**src/rtl/vx_cache_cfg_ctrl.sv**
```systemverilog
// vx_cache_cfg_ctrl: sequences a runtime change of the cache cluster's set
// count. A request is validated, core traffic is gated and drained, every
// cache is flushed, the new set count is applied, and after a settle window
// the gate is released and a status response is returned.
module vx_cache_cfg_ctrl #(
  parameter int NUM_PORTS     = 4,
  parameter int NUM_CACHES    = 1,
  parameter int PENDING_WIDTH = 8,
  parameter int RESET_SETS    = 64,
  parameter int MIN_SETS      = 16,
  parameter int MAX_SETS      = 2048,
  parameter int SETTLE_CYCLES = 4
) (
  input  logic                  clk_i,
  input  logic                  reset_i,
  input  logic                  cfg_req_valid_i,
  input  logic [11:0]           cfg_req_sets_i,
  output logic                  cfg_req_ready_o,
  output logic                  cfg_rsp_valid_o,
  output logic                  cfg_rsp_error_o,
  input  logic                  cfg_rsp_ready_i,
  input  logic [NUM_PORTS-1:0]  core_req_fire_i,
  input  logic [NUM_PORTS-1:0]  core_rsp_fire_i,
  output logic                  core_req_gate_o,
  output logic [NUM_CACHES-1:0] flush_valid_o,
  input  logic [NUM_CACHES-1:0] flush_ready_i,
  input  logic [NUM_CACHES-1:0] flush_done_i,
  output logic [11:0]           unified_cache_sets_o,
  output logic                  busy_o
);

  localparam logic [2:0] ST_IDLE   = 3'd0;
  localparam logic [2:0] ST_DRAIN  = 3'd1;
  localparam logic [2:0] ST_FLUSH  = 3'd2;
  localparam logic [2:0] ST_SETTLE = 3'd3;
  localparam logic [2:0] ST_RESP   = 3'd4;

  localparam logic [11:0] MIN_L   = 12'(MIN_SETS);
  localparam logic [11:0] MAX_L   = 12'(MAX_SETS);
  localparam logic [11:0] RESET_L = 12'(RESET_SETS);

  // Settle counter holds SETTLE_CYCLES-1 down to 0; keep at least one bit.
  localparam int SW = (SETTLE_CYCLES > 1) ? $clog2(SETTLE_CYCLES) : 1;
  localparam logic [SW-1:0] SETTLE_LOAD = SW'(SETTLE_CYCLES - 1);

  // Extended width so add/subtract of per-cycle fire counts never wraps.
  localparam int EW = PENDING_WIDTH + 9;

  function automatic logic [7:0] popcount(input logic [NUM_PORTS-1:0] v);
    logic [7:0] c;
    c = '0;
    for (int i = 0; i < NUM_PORTS; i++) c = c + {7'b0, v[i]};
    return c;
  endfunction

  logic [2:0]               state_q, state_d;
  logic [PENDING_WIDTH-1:0] pending_q, pending_d;
  logic [11:0]              sets_q, sets_d;
  logic [11:0]              reqSets_q, reqSets_d;
  logic [SW-1:0]            settle_q, settle_d;
  logic [NUM_CACHES-1:0]    flushValid_q, flushValid_d;
  logic [NUM_CACHES-1:0]    doneMask_q, doneMask_d;
  logic                     reqReady_q, reqReady_d;
  logic                     rspValid_q, rspValid_d;
  logic                     rspError_q, rspError_d;
  logic                     gate_q, gate_d;
  logic                     busy_q, busy_d;

  logic [7:0]    reqCnt, rspCnt;
  logic [EW-1:0] pendPlus, pendDiff, rspExt, pendMax;
  logic          pendUnderflow, pendOverflow;
  logic          reqIsPow2, reqLegal;

  // Track outstanding core requests in every state, saturating at both ends.
  always_comb begin
    reqCnt        = popcount(core_req_fire_i);
    rspCnt        = popcount(core_rsp_fire_i);
    pendMax       = EW'({PENDING_WIDTH{1'b1}});
    pendPlus      = EW'(pending_q) + EW'(reqCnt);
    rspExt        = EW'(rspCnt);
    pendUnderflow = pendPlus < rspExt;
    pendDiff      = pendUnderflow ? '0 : (pendPlus - rspExt);
    pendOverflow  = pendDiff > pendMax;
    if (pendUnderflow) begin
      pending_d = '0;
    end else if (pendOverflow) begin
      pending_d = '1;
    end else begin
      pending_d = pendDiff[PENDING_WIDTH-1:0];
    end
  end

  // Legal set counts are powers of two inside [MIN_SETS, MAX_SETS].
  always_comb begin
    reqIsPow2 = (cfg_req_sets_i != 12'd0) &&
                ((cfg_req_sets_i & (cfg_req_sets_i - 12'd1)) == 12'd0);
    reqLegal  = reqIsPow2 && (cfg_req_sets_i >= MIN_L) && (cfg_req_sets_i <= MAX_L);
  end

  // Sequencer next-state; every output is computed here and registered below.
  always_comb begin
    state_d      = state_q;
    sets_d       = sets_q;
    reqSets_d    = reqSets_q;
    settle_d     = settle_q;
    flushValid_d = flushValid_q;
    doneMask_d   = doneMask_q;
    reqReady_d   = reqReady_q;
    rspValid_d   = rspValid_q;
    rspError_d   = rspError_q;
    gate_d       = gate_q;
    busy_d       = busy_q;
    case (state_q)
      ST_IDLE: begin
        if (cfg_req_valid_i && reqReady_q) begin
          reqSets_d  = cfg_req_sets_i;
          reqReady_d = 1'b0;
          busy_d     = 1'b1;
          if (!reqLegal) begin
            state_d    = ST_RESP;
            rspValid_d = 1'b1;
            rspError_d = 1'b1;
          end else if (cfg_req_sets_i == sets_q) begin
            state_d    = ST_RESP;
            rspValid_d = 1'b1;
            rspError_d = 1'b0;
          end else begin
            state_d = ST_DRAIN;
            gate_d  = 1'b1;
          end
        end
      end
      ST_DRAIN: begin
        if ((pending_q == '0) && (reqCnt == 8'd0)) begin
          state_d      = ST_FLUSH;
          flushValid_d = '1;
          doneMask_d   = '0;
        end
      end
      ST_FLUSH: begin
        flushValid_d = flushValid_q & ~flush_ready_i;
        doneMask_d   = doneMask_q | flush_done_i;
        if (&doneMask_d) begin
          state_d      = ST_SETTLE;
          sets_d       = reqSets_q;
          settle_d     = SETTLE_LOAD;
          flushValid_d = '0;
        end
      end
      ST_SETTLE: begin
        if (settle_q == '0) begin
          state_d    = ST_RESP;
          gate_d     = 1'b0;
          rspValid_d = 1'b1;
          rspError_d = 1'b0;
        end else begin
          settle_d = settle_q - SW'(1);
        end
      end
      ST_RESP: begin
        if (cfg_rsp_ready_i) begin
          state_d    = ST_IDLE;
          rspValid_d = 1'b0;
          rspError_d = 1'b0;
          reqReady_d = 1'b1;
          busy_d     = 1'b0;
        end
      end
      default: begin
        state_d      = ST_IDLE;
        flushValid_d = '0;
        reqReady_d   = 1'b1;
        rspValid_d   = 1'b0;
        rspError_d   = 1'b0;
        gate_d       = 1'b0;
        busy_d       = 1'b0;
      end
    endcase
  end

  // State and registered outputs; reset aborts any sequence without a response.
  always_ff @(posedge clk_i) begin
    if (reset_i) begin
      state_q      <= ST_IDLE;
      pending_q    <= '0;
      sets_q       <= RESET_L;
      reqSets_q    <= RESET_L;
      settle_q     <= '0;
      flushValid_q <= '0;
      doneMask_q   <= '0;
      reqReady_q   <= 1'b1;
      rspValid_q   <= 1'b0;
      rspError_q   <= 1'b0;
      gate_q       <= 1'b0;
      busy_q       <= 1'b0;
    end else begin
      state_q      <= state_d;
      pending_q    <= pending_d;
      sets_q       <= sets_d;
      reqSets_q    <= reqSets_d;
      settle_q     <= settle_d;
      flushValid_q <= flushValid_d;
      doneMask_q   <= doneMask_d;
      reqReady_q   <= reqReady_d;
      rspValid_q   <= rspValid_d;
      rspError_q   <= rspError_d;
      gate_q       <= gate_d;
      busy_q       <= busy_d;
    end
  end

  // A response without a request, or more in flight than the counter holds, is a cluster bug.
  always_ff @(posedge clk_i) begin
    if (!reset_i) begin
      pendingNoUnderflow: assert (!pendUnderflow);
      pendingNoOverflow: assert (!pendOverflow);
    end
  end

  assign cfg_req_ready_o      = reqReady_q;
  assign cfg_rsp_valid_o      = rspValid_q;
  assign cfg_rsp_error_o      = rspError_q;
  assign core_req_gate_o      = gate_q;
  assign flush_valid_o        = flushValid_q;
  assign unified_cache_sets_o = sets_q;
  assign busy_o               = busy_q;

endmodule
```
**config.mk**
```make
export PLATFORM = sky130hd
export DESIGN_NAME = vx_cache_cfg_ctrl
export DESIGN_NICKNAME = d
export VERILOG_FILES = /design/src/rtl/vx_cache_cfg_ctrl.sv
export SDC_FILE = /design/constraint.sdc
export NUM_CORES = 1
export LEC_CHECK = 0
export BUFFER_PORTS_ARGS = -buffer_cell sky130_fd_sc_hd__buf_2
export CAP_MARGIN = 25
export CORE_MARGIN = 4
export CORE_UTILIZATION = 60
export CTS_BUF_LIST = sky130_fd_sc_hd__clkbuf_8
export DETAILED_ROUTE_END_ITERATION = 10
export PLACE_DENSITY = 0.95
export SLEW_MARGIN = 20
export SYNTH_ARGS = -nofsm -noshare
export SYNTH_HDL_FRONTEND = slang
export SYNTH_SLANG_ARGS = --single-unit
```
**constraint.sdc**
```tcl
create_clock -name clk_i -period 7.29 [get_ports clk_i]
set_clock_uncertainty 0.05 [all_clocks]
set_input_delay 0 -clock clk_i [delete_from_list [all_inputs] [get_ports clk_i]]
set_output_delay 0 -clock clk_i [all_outputs]
set_load 0.05 [all_outputs]
```
==> results.json, run 1 <==
{
  "outcome": "finished clean",
  "hold_path_class": "in -> reg",
  "hold-worst-slack_ns": 0.0259,
  "min_period_ns": 3.51,
  "r2r_cells": 10,
  "holdPathEnd": "doneMask_q",
  "grt-ovfl-total": 0,
  "syn_nets": 382,
  "antenna_cells": 0,
  "final_cell_mix": "60 x nand2_1, 44 x a21oi_1, 44 x dfxtp_1, 43 x buf_2",
  "rr_startpoint": "pending_q[0]",
  "fillCellCount": 325,
  "cts_resized": 0,
  "cts_buffer_depth": 2,
  "cts_buffers": 5,
  "slew_viol_final": 0,
  "synth_cells": 341,
  "fin_setup_tns_ns": 0,
  "end_kind": "register",
  "slew_headroom_pct": 34.9,
  "ys_warn_count": 0,
  "grt_first_pass_wirelength_mm": 10.9,
  "layout_commonest_cell": "nand2_1",
  "dp_hpwl_mm": 4.63,
  "clk_latency_ns": 0.29,
  "hold_viol": 0,
  "grtUsageTotal_pct": 24.8,
  "path_class": "in -> reg",
  "finish.utilization_pct": 72.2,
  "cts.reportedPaths.clkPinSlew_ns": 0.08,
  "start_util_pct": 61.9,
  "wl_mm": 6.69,
  "place.gp.congestion": 0.956,
  "ir_drop_v": 0.000253,
  "grt_antenna_before_repair": 0,
  "min_path_cells": 3,
  "wl_per_cell_um": 15.2,
  "min_period_over_period_pct": 48.1,
  "die_h_um": 74.8,
  "layout-drive-gt1-share_pct": 14.7,
  "cts_htree_levels": 2,
  "ys_seq_elements": 44,
  "grt_pass1_vias": 2431,
  "ff2ff_setup_slack_ns": 4.11,
  "clock_sinks": 44,
  "avgViaCountPerCell": 6.01,
  "port-buffer-count": 43,
  "total_power_mw": 0.812,
  "dr.pass1.iters": 5,
  "design.core.area_mm2": 0.00432,
  "cts-root-buf": "clkbuf_8",
  "synthArstFlopShare_pct": 0,
  "rsz0062_at_grt": "no",
  "synth.top_cell.area_share_pct": 32.9,
  "drcViolationCount": 0,
  "cp.required_ns": 7.45,
  "fp-row-count": 24,
  "grt_start_max_net_pins": 39,
  "start_kind": "input port",
  "vias": 2650,
  "synth_edf_count": 0,
  "final-setup-viol-count": 0,
  "netlist_area_mm2": 0.00268,
  "area_growth_pct": 16.6,
  "reg2reg_to": "pending_q[3]",
  "min_from": "flush_done_i",
  "cts_tree": "yes",
  "synthFlopType": "dfxtp_1",
  "detail-route-antenna-nets": 0,
  "worst_slew_pin_slew_ns": 0.973,
  "cp_max_fo": 7,
  "fmax_mhz": 285,
  "synth-seq-area-share_pct": 32.9,
  "cp.arrival_ns": 3.67,
  "power.density_mw_per_mm2": 260,
  "die-area_mm2": 0.00559,
  "p_leak_nw": 1.21,
  "drtIter0Drc": 227,
  "boundaryPins": 44,
  "fp.dieW_um": 74.8,
  "synth.area.top_cells": "dfxtp_1 33%, nand2_1 8.4%, a21oi_1 8.2%, xnor2_1 6.5%, ha_1 5.1%",
  "ys_types": 51,
  "synth_top_area_cell": "dfxtp_1",
  "syn_area_per_cell_um2": 7.85,
  "nets": 429,
  "maxCapViolations": 0
}
[how the worst max path moves through the flow]
| stage | start | slack, ns | to |
|---|---|---|---|
| final | core_req_fire_i[0] | 3.78 | pending_q[3] |
| after global routing | core_req_fire_i[0] | 3.49 | pending_q[4] |
| after global placement | core_req_fire_i[0] | 3.73 | pending_q[7] |
| after floorplan | core_req_fire_i[0] | 4.04 | pending_q[0] |
| after CTS | core_req_fire_i[0] | 3.85 | pending_q[3] |
| after detailed placement | core_req_fire_i[0] | 3.56 | pending_q[1] |
[timing repair]
item | in CTS | in global routing
hold endpoints to repair | 13 | 0
buffers inserted | 0 | 0
hold buffers | 13 | 0
[power by group]
part | internal, mW | switching (mW)
registers | 0.264 | 0.0277
logic | 0.156 | 0.210
clock network | 0.0746 | 0.0791
total | 0.495 | 0.317
[area by class of cell]
cell class | count | area, µm² | area share, %
Clock buffer | 6 | 82.6 | 2.65
Clock inverter | 2 | 7.51 | 0.241
Inverter | 15 | 56.3 | 1.80
Multi-Input combinational cell | 265 | 1680 | 53.7
Sequential cell | 44 | 881 | 28.2
Tap cell | 52 | 65.1 | 2.09
Timing Repair Buffer | 57 | 353 | 11.3
[sequential cells by signal, indices dropped and copies added, names as in the netlist]
signal	count
reqSets_q	12
unified_cache_sets_o	12
pending_q	8
state_q	3
settle_q	2
busy_o	1
cfg_req_ready_o	1
cfg_rsp_error_o	1
cfg_rsp_valid_o	1
core_req_gate_o	1
doneMask_q	1
flush_valid_o	1
[stage by stage]
step / setup slack (ns) / std cells / area, µm²
global route: 3.49 / 441 / 3120
CTS: 3.85 / 441 / 3120
global placement: 3.73 / 420 / 2900
detailed placement: 3.56 / 420 / 2900
floorplan: 4.04 / 341 / 2680
finish: 3.78 / 441 / 3120
[cell families (layout without fill, tap and decap cells)]
group	after synthesis	in the layout	share of synthesized area, %
xor+xnor	21	21	6.87
simple gates	135	135	24.6
compound gates	89	89	21.1
mux	3	3	1.12
buf+inv	32	80	4.49
flops	44	44	32.9
fa+ha+maj	17	17	8.88
[Yosys cell counts, types with 2 or more instances]
cell type  instances
nand3b_1           5
nand4_1            4
nand2_1           60
nand2b_1          10
inv_1             15
and3_1             2
dfxtp_1           44
a211oi_1           3
o211ai_1           3
a2111oi_0          2
mux2i_1            3
o21a_1             2
o21ai_0           12
fa_1               4
xnor2_1           20
nor4_1             5
a21o_1             3
a21oi_1           44
maj3_1             2
a31oi_1            4
nor2_1            20
clkbuf_1          17
nor3_1            10
or2_2              2
o21bai_1           2
nand3_1            4
o31ai_1            2
or2_1              2
ha_1              11
nor2b_1            3
[critical path: stages]
cell and delay, ns:
buf_2 0.11, fa_1 0.49, ha_1 0.20, ha_1 0.31, inv_1 0.06, fa_1 0.51, fa_1 0.47, nand2b_1 0.21
a2111oi_0 0.54, o21ai_0 0.17, a21oi_1 0.19, a21oi_1 0.20, a21oi_1 0.19
[metal layers]
layer  up-vias  global-route usage (%)  wire length (µm)
met2       106                    45.6              3500
met1      1237                    29.1              2620
met3        16                    3.74               432
met4         0                    8.89               135
met5         -                       0                 0
li1       1291                       -                 -
No activity file was read; power rests on OpenSTA's default activity.
==> run 2, diff against run 1 <==
CORE_UTILIZATION = 53   (was 60)
PLACE_DENSITY = 0.9   (was 0.95)
clock period = 3 ns   (was 7.29 ns; I/O delays follow)
==> run 2 against run 1 <==
  * Clock power rose to 3.1 times the previous value
  * Utilization down 1.0 points
  * Global-route usage fell by 2.1 points
  * Sequential cell count is the same
  * Combinational power rose to 3.6 times the previous value
  * Sequential power rose by 150%
  * Die area is 12% higher
  * Largest power group unchanged
  * Worst setup slack got worse by 3.8 ns
==> results.json, run 2 (same netlist as run 1, synthesis figures left out) <==
{
  "final_cells": 473,
  "clk_latency_ns": 0.30,
  "fin_setup_tns_ns": 0,
  "p_clk_share_pct": 18.8,
  "wl_mm": 7.36,
  "slew_headroom_pct": 54.0,
  "worst_path_max_delay_cell": "fa_2",
  "layout-drive-gt1-share_pct": 22.2,
  "layout_commonest_cell": "nand2_1",
  "start_util_pct": 55.6,
  "grt_start_max_net_pins": 39,
  "p_sw_share_pct": 38.8,
  "p_int_mw": 1.55,
  "dr.pass1.iters": 10,
  "hold_path_class": "in -> reg",
  "drcViolationCount": 0,
  "clock_sinks": 44,
  "cts_htree_levels": 2,
  "port-buffer-count": 43,
  "power.density_mw_per_mm2": 737,
  "design.core.area_mm2": 0.00482,
  "nets": 446,
  "worst-path-buf-inv": 4,
  "start_kind": "input port",
  "outcome": "finished clean",
  "die-area_mm2": 0.00625,
  "p_leak_nw": 1.31,
  "detail-route-antenna-nets": 0,
  "min_period_over_period_pct": 99.4,
  "cp_max_fo": 7,
  "slowest_delay_ns": 0.57,
  "cts-root-buf": "clkbuf_8",
  "vias": 2792,
  "slew_viol_final": 0,
  "fp.dieW_um": 79.1,
  "die_h_um": 79.1,
  "cp.required_ns": 3.19,
  "power.share.sequential_pct": 28.4,
  "hold-worst-slack_ns": 0.0724,
  "hold_viol": 0,
  "drtIter0Drc": 229,
  "area_growth_pct": 28.1,
  "worst_slew_pin_slew_ns": 0.690,
  "cts_tree": "yes",
  "cts_buffer_depth": 2,
  "grt_antenna_before_repair": 0,
  "final_cell_mix": "60 x nand2_1, 44 x dfxtp_1, 42 x a21oi_1, 42 x buf_2, 20 x nor2_1",
  "cp_top_family": "adder cells",
  "place.gp.congestion": 0.959,
  "dp_hpwl_mm": 4.89,
  "fp-row-count": 25,
  "maxCapViolations": 0,
  "finish.utilization_pct": 71.2,
  "boundaryPins": 44,
  "dp_cells": 449,
  "fmax_mhz": 335,
  "grt_first_pass_wirelength_mm": 11.6,
  "crit_chain": "buf_6 -> fa_1 -> ha_4 -> ha_4 -> inv_4 -> fa_2 -> inv_1 -> ha_1 -> buf_4 -> a2111oi_4 -> o21ai_1 -> a21oi_1 -> a21oi_2 -> a21oi_1",
  "path_class": "in -> reg",
  "antenna_cells": 0,
  "startpoint": "core_req_fire_i[0]",
  "grt-ovfl-total": 0,
  "end_kind": "register",
  "rr_startpoint": "pending_q[0]",
  "cts_buffers": 5,
  "cts.reportedPaths.clkPinSlew_ns": 0.10,
  "switchingPower_mw": 0.980,
  "ir_drop_v": 0.000737,
  "wl_per_cell_um": 15.6,
  "min_period_ns": 2.98,
  "final-setup-viol-count": 0,
  "grtUsageTotal_pct": 22.7,
  "min_from": "core_rsp_fire_i[2]",
  "avgViaCountPerCell": 5.90,
  "cp.arrival_ns": 3.17,
  "power_frac_comb_pct": 52.8,
  "grt_pass1_vias": 2624
}
run 2: per-layer routing:
| metal | wire, µm | vias up | track usage, % |
|---|---|---|---|
| li1 | - | 1320 | - |
| met3 | 555 | 26 | 5.10 |
| met1 | 2870 | 1299 | 26.5 |
| met2 | 3710 | 147 | 39.6 |
| met4 | 218 | 0 | 10.1 |
| met5 | 0 | - | 0 |
run 2: power by group through the flow:
stage               Clock, mW  Sequential (mW)  Combinational (mW)
floorplan                   0            0.707               0.749
global placement            0            0.726                1.05
detailed placement          0            0.726                1.10
CTS                     0.473            0.712                1.16
global route            0.505            0.726                1.44
finish                  0.474            0.718                1.33
run 2: cell type report:
| type | instances | area [µm²] |
|---|---|---|
| clock buffers | 5 | 68.8 |
| clock inverters | 3 | 46.3 |
| fillers | 361 | 1390 |
| inverters | 15 | 58.8 |
| multi-input cells | 265 | 1790 |
| flip-flops and latches | 44 | 881 |
| well taps | 67 | 83.8 |
| repair buffers | 74 | 495 |
run 2: what timing repair did:
item	4_1_cts	5_1_grt
hold buffers	15	0
hold endpoints to repair	15	0
pin swaps	0	13
gates resized for setup	1	11
setup endpoints to repair	1	8
cloned	0	0
buffers inserted	0	1
run 2: worst paths after layout:
| kind | end | slack, ns | cells after the start |
|---|---|---|---|
| min | pending_q[0] | 0.07 | 4 |
| max | pending_q[1] | 0.02 | 14 |
| min reg2reg | reqSets_q[7] | 0.41 | 2 |
| max reg2reg | pending_q[1] | 0.21 | 11 |
run 2: stage by stage:
step / power (mW) / instance area [µm²] / setup WS (ns)
6_report: 2.53 / 3430 / 0.0182
5_1_grt: 2.67 / 3430 / -0.0452
4_1_cts: 2.35 / 3370 / 0.0213
3_5_place_dp: 1.83 / 3090 / -0.339
3_3_place_gp: 1.77 / 3090 / -0.137
2_1_floorplan: 1.46 / 2740 / 0.000707
run 2: worst reg2reg max path: cells and delay by family (launching register included):
family          cells  cell delay (ns)
fa+ha+maj           3             0.96
compound gates      5             1.03
buf+inv             3             0.26
flops               1             0.42
==> run 3, diff against run 2 <==
CELL_PAD_IN_SITES_DETAIL_PLACEMENT = 1   (was unset)
CELL_PAD_IN_SITES_GLOBAL_PLACEMENT = 1   (was unset)
CORE_UTILIZATION = 39   (was 53)
==> run 3 against run 2 <==
  * Utilization is 19 points lower
  * Fmax rose by 1.0%
  * Count of clock-buffer cells in the layout is 1 higher
  * First-iteration DRC count shrank 68%
  * Total power shrank 2.8%
  * Sequential cell count is the same
  * Combinational power hardly changed
  * Worst hold slack worse by 0.058 ns
  * Non-clock buffer count fell by 4
  * Sequential power is 0.7% higher
  * Critical path type unchanged
  * Critical endpoint is now pending_q[2]
  * Largest power group unchanged
==> results.json, run 3 (same netlist as run 1, synthesis figures left out) <==
{
  "outcome": "finished clean",
  "fp-row-count": 29,
  "postCtsSetupRepairBufs": 0,
  "cp_max_fo": 7,
  "end_kind": "register",
  "cts_tree": "yes",
  "design.core.area_mm2": 0.00649,
  "wl_per_cell_um": 19.6,
  "hold_path_class": "in -> reg",
  "r2r_cells": 10,
  "worst_path_max_delay_cell": "fa_1",
  "drtIter0Drc": 73,
  "layout-drive-gt1-share_pct": 22.9,
  "drcViolationCount": 0,
  "multi_input_area_mm2": 0.00182,
  "path_class": "in -> reg",
  "maxCapViolations": 0,
  "cp.required_ns": 3.18,
  "hold_viol": 0,
  "min_period_ns": 2.95,
  "cts.reportedPaths.clkPinSlew_ns": 0.09,
  "fmax_mhz": 339,
  "min_period_over_period_pct": 98.4,
  "avgViaCountPerCell": 5.82,
  "die-area_mm2": 0.00825,
  "slowest_delay_ns": 0.52,
  "dr.pass1.iters": 4,
  "cp.arrival_ns": 3.13,
  "p_leak_nw": 1.28,
  "final-setup-viol-count": 0,
  "grt_first_pass_wirelength_mm": 14.4,
  "clk_latency_ns": 0.31,
  "slew_headroom_pct": 46.7,
  "start_util_pct": 41.2,
  "clock_sinks": 44,
  "antenna_cells": 0,
  "area_growth_pct": 27.4,
  "grt_antenna_before_repair": 0,
  "detail-route-antenna-nets": 0,
  "slew_viol_final": 0,
  "grt_start_max_net_pins": 39,
  "fp.dieW_um": 90.8,
  "cts_buffer_depth": 2,
  "grt-ovfl-total": 0,
  "wl_mm": 9.39,
  "start_kind": "input port",
  "place.gp.congestion": 0.918,
  "worst-path-stages": 13,
  "power.density_mw_per_mm2": 720,
  "cts_buffers": 5,
  "cts-root-buf": "clkbuf_8",
  "final_cell_mix": "60 x nand2_1, 44 x dfxtp_1, 43 x buf_2, 37 x a21oi_1",
  "worst_slew_pin_slew_ns": 0.792,
  "fin_area_mm2": 0.00341,
  "grtUsageTotal_pct": 21.7,
  "ff2ff_setup_slack_ns": 0.31,
  "postPlaceCellArea_mm2": 0.00309,
  "die_h_um": 90.8,
  "finish.utilization_pct": 52.5,
  "regArea_um2": 881,
  "boundaryPins": 44,
  "dp_hpwl_mm": 5.87,
  "crit_chain": "buf_2 -> fa_1 -> ha_4 -> ha_4 -> inv_2 -> fa_2 -> fa_2 -> nand2b_4 -> a2111oi_4 -> o21ai_2 -> a21oi_2 -> a21oi_4 -> a21oi_2",
  "grt_pass1_vias": 2907,
  "cts_htree_levels": 2,
  "port-buffer-count": 43,
  "vias": 2790,
  "ir_drop_v": 0.000537,
  "cp_top_family": "adder cells",
  "min_path_cells": 3,
  "fillCellCount": 798,
  "layout_commonest_cell": "nand2_1",
  "nets": 442,
  "worst-path-buf-inv": 2
}
## run 3: cell count changes in the layout (fill, tap and decap cells not counted), sizes merged
cell,change
clkbuf,+1
bufinv,-1
buf,-3
dlygate4sd3,-1
clkinvlp,+1
inv,-1
## run 3: repair_timing
action	4_1_cts	5_1_grt
setup endpoints to repair	0	7
hold buffers	14	0
endpoints found under the hold margin	14	0
gates resized for setup	0	18
## run 3: metrics by stage
step / std cells / TNS (ns) / power [mW] / hold WS [ns] / setup slack (ns)
final: 479 / 0 / 2.46 / 0.0140 / 0.0491
after global placement: 457 / -1.10 / 1.74 / 0.240 / -0.156
after detailed placement: 457 / -1.99 / 1.80 / 0.261 / -0.287
after global routing: 479 / -0.0866 / 2.58 / 0.0309 / -0.0442
after floorplan: 341 / 0 / 1.46 / 0.0743 / 0.000707
after CTS: 479 / 0 / 2.23 / 0.0153 / 0.0201
## run 3: layer usage
metal / wire (µm) / global-route usage [%] / share of wire [%]
met1: 3930 / 24.8 / 42
met2: 4870 / 40.6 / 52
met3: 284 / 3.25 / 3.0
met4: 307 / 7.91 / 3.3
met5: 0 / 0 / 0
## run 3: layout make-up
cell class	count	share of cell area, %
clock buffers	6	2.42
clock inverters	2	0.440
inverters	15	1.65
multi-input cells	265	53.4
flip-flops and latches	44	25.8
well taps	77	2.82
repair buffers	70	13.4
## run 3: tightest hold or removal path, stage by stage
cell	delay [ns]
buf_2	0.12
a21oi_1	0.14
nor3_1	0.07
## run 3: worst paths after layout
path                      start            end
max          core_req_fire_i[0]   pending_q[2]
min                flush_done_i     doneMask_q
max reg2reg        pending_q[0]   pending_q[2]
min reg2reg       reqSets_q[11]  reqSets_q[11]
## run 3: power breakdown
group          switching (mW)  internal [mW]
sequential             0.0805          0.642
combinational           0.710          0.606
clock                   0.230          0.187
total                    1.02           1.44
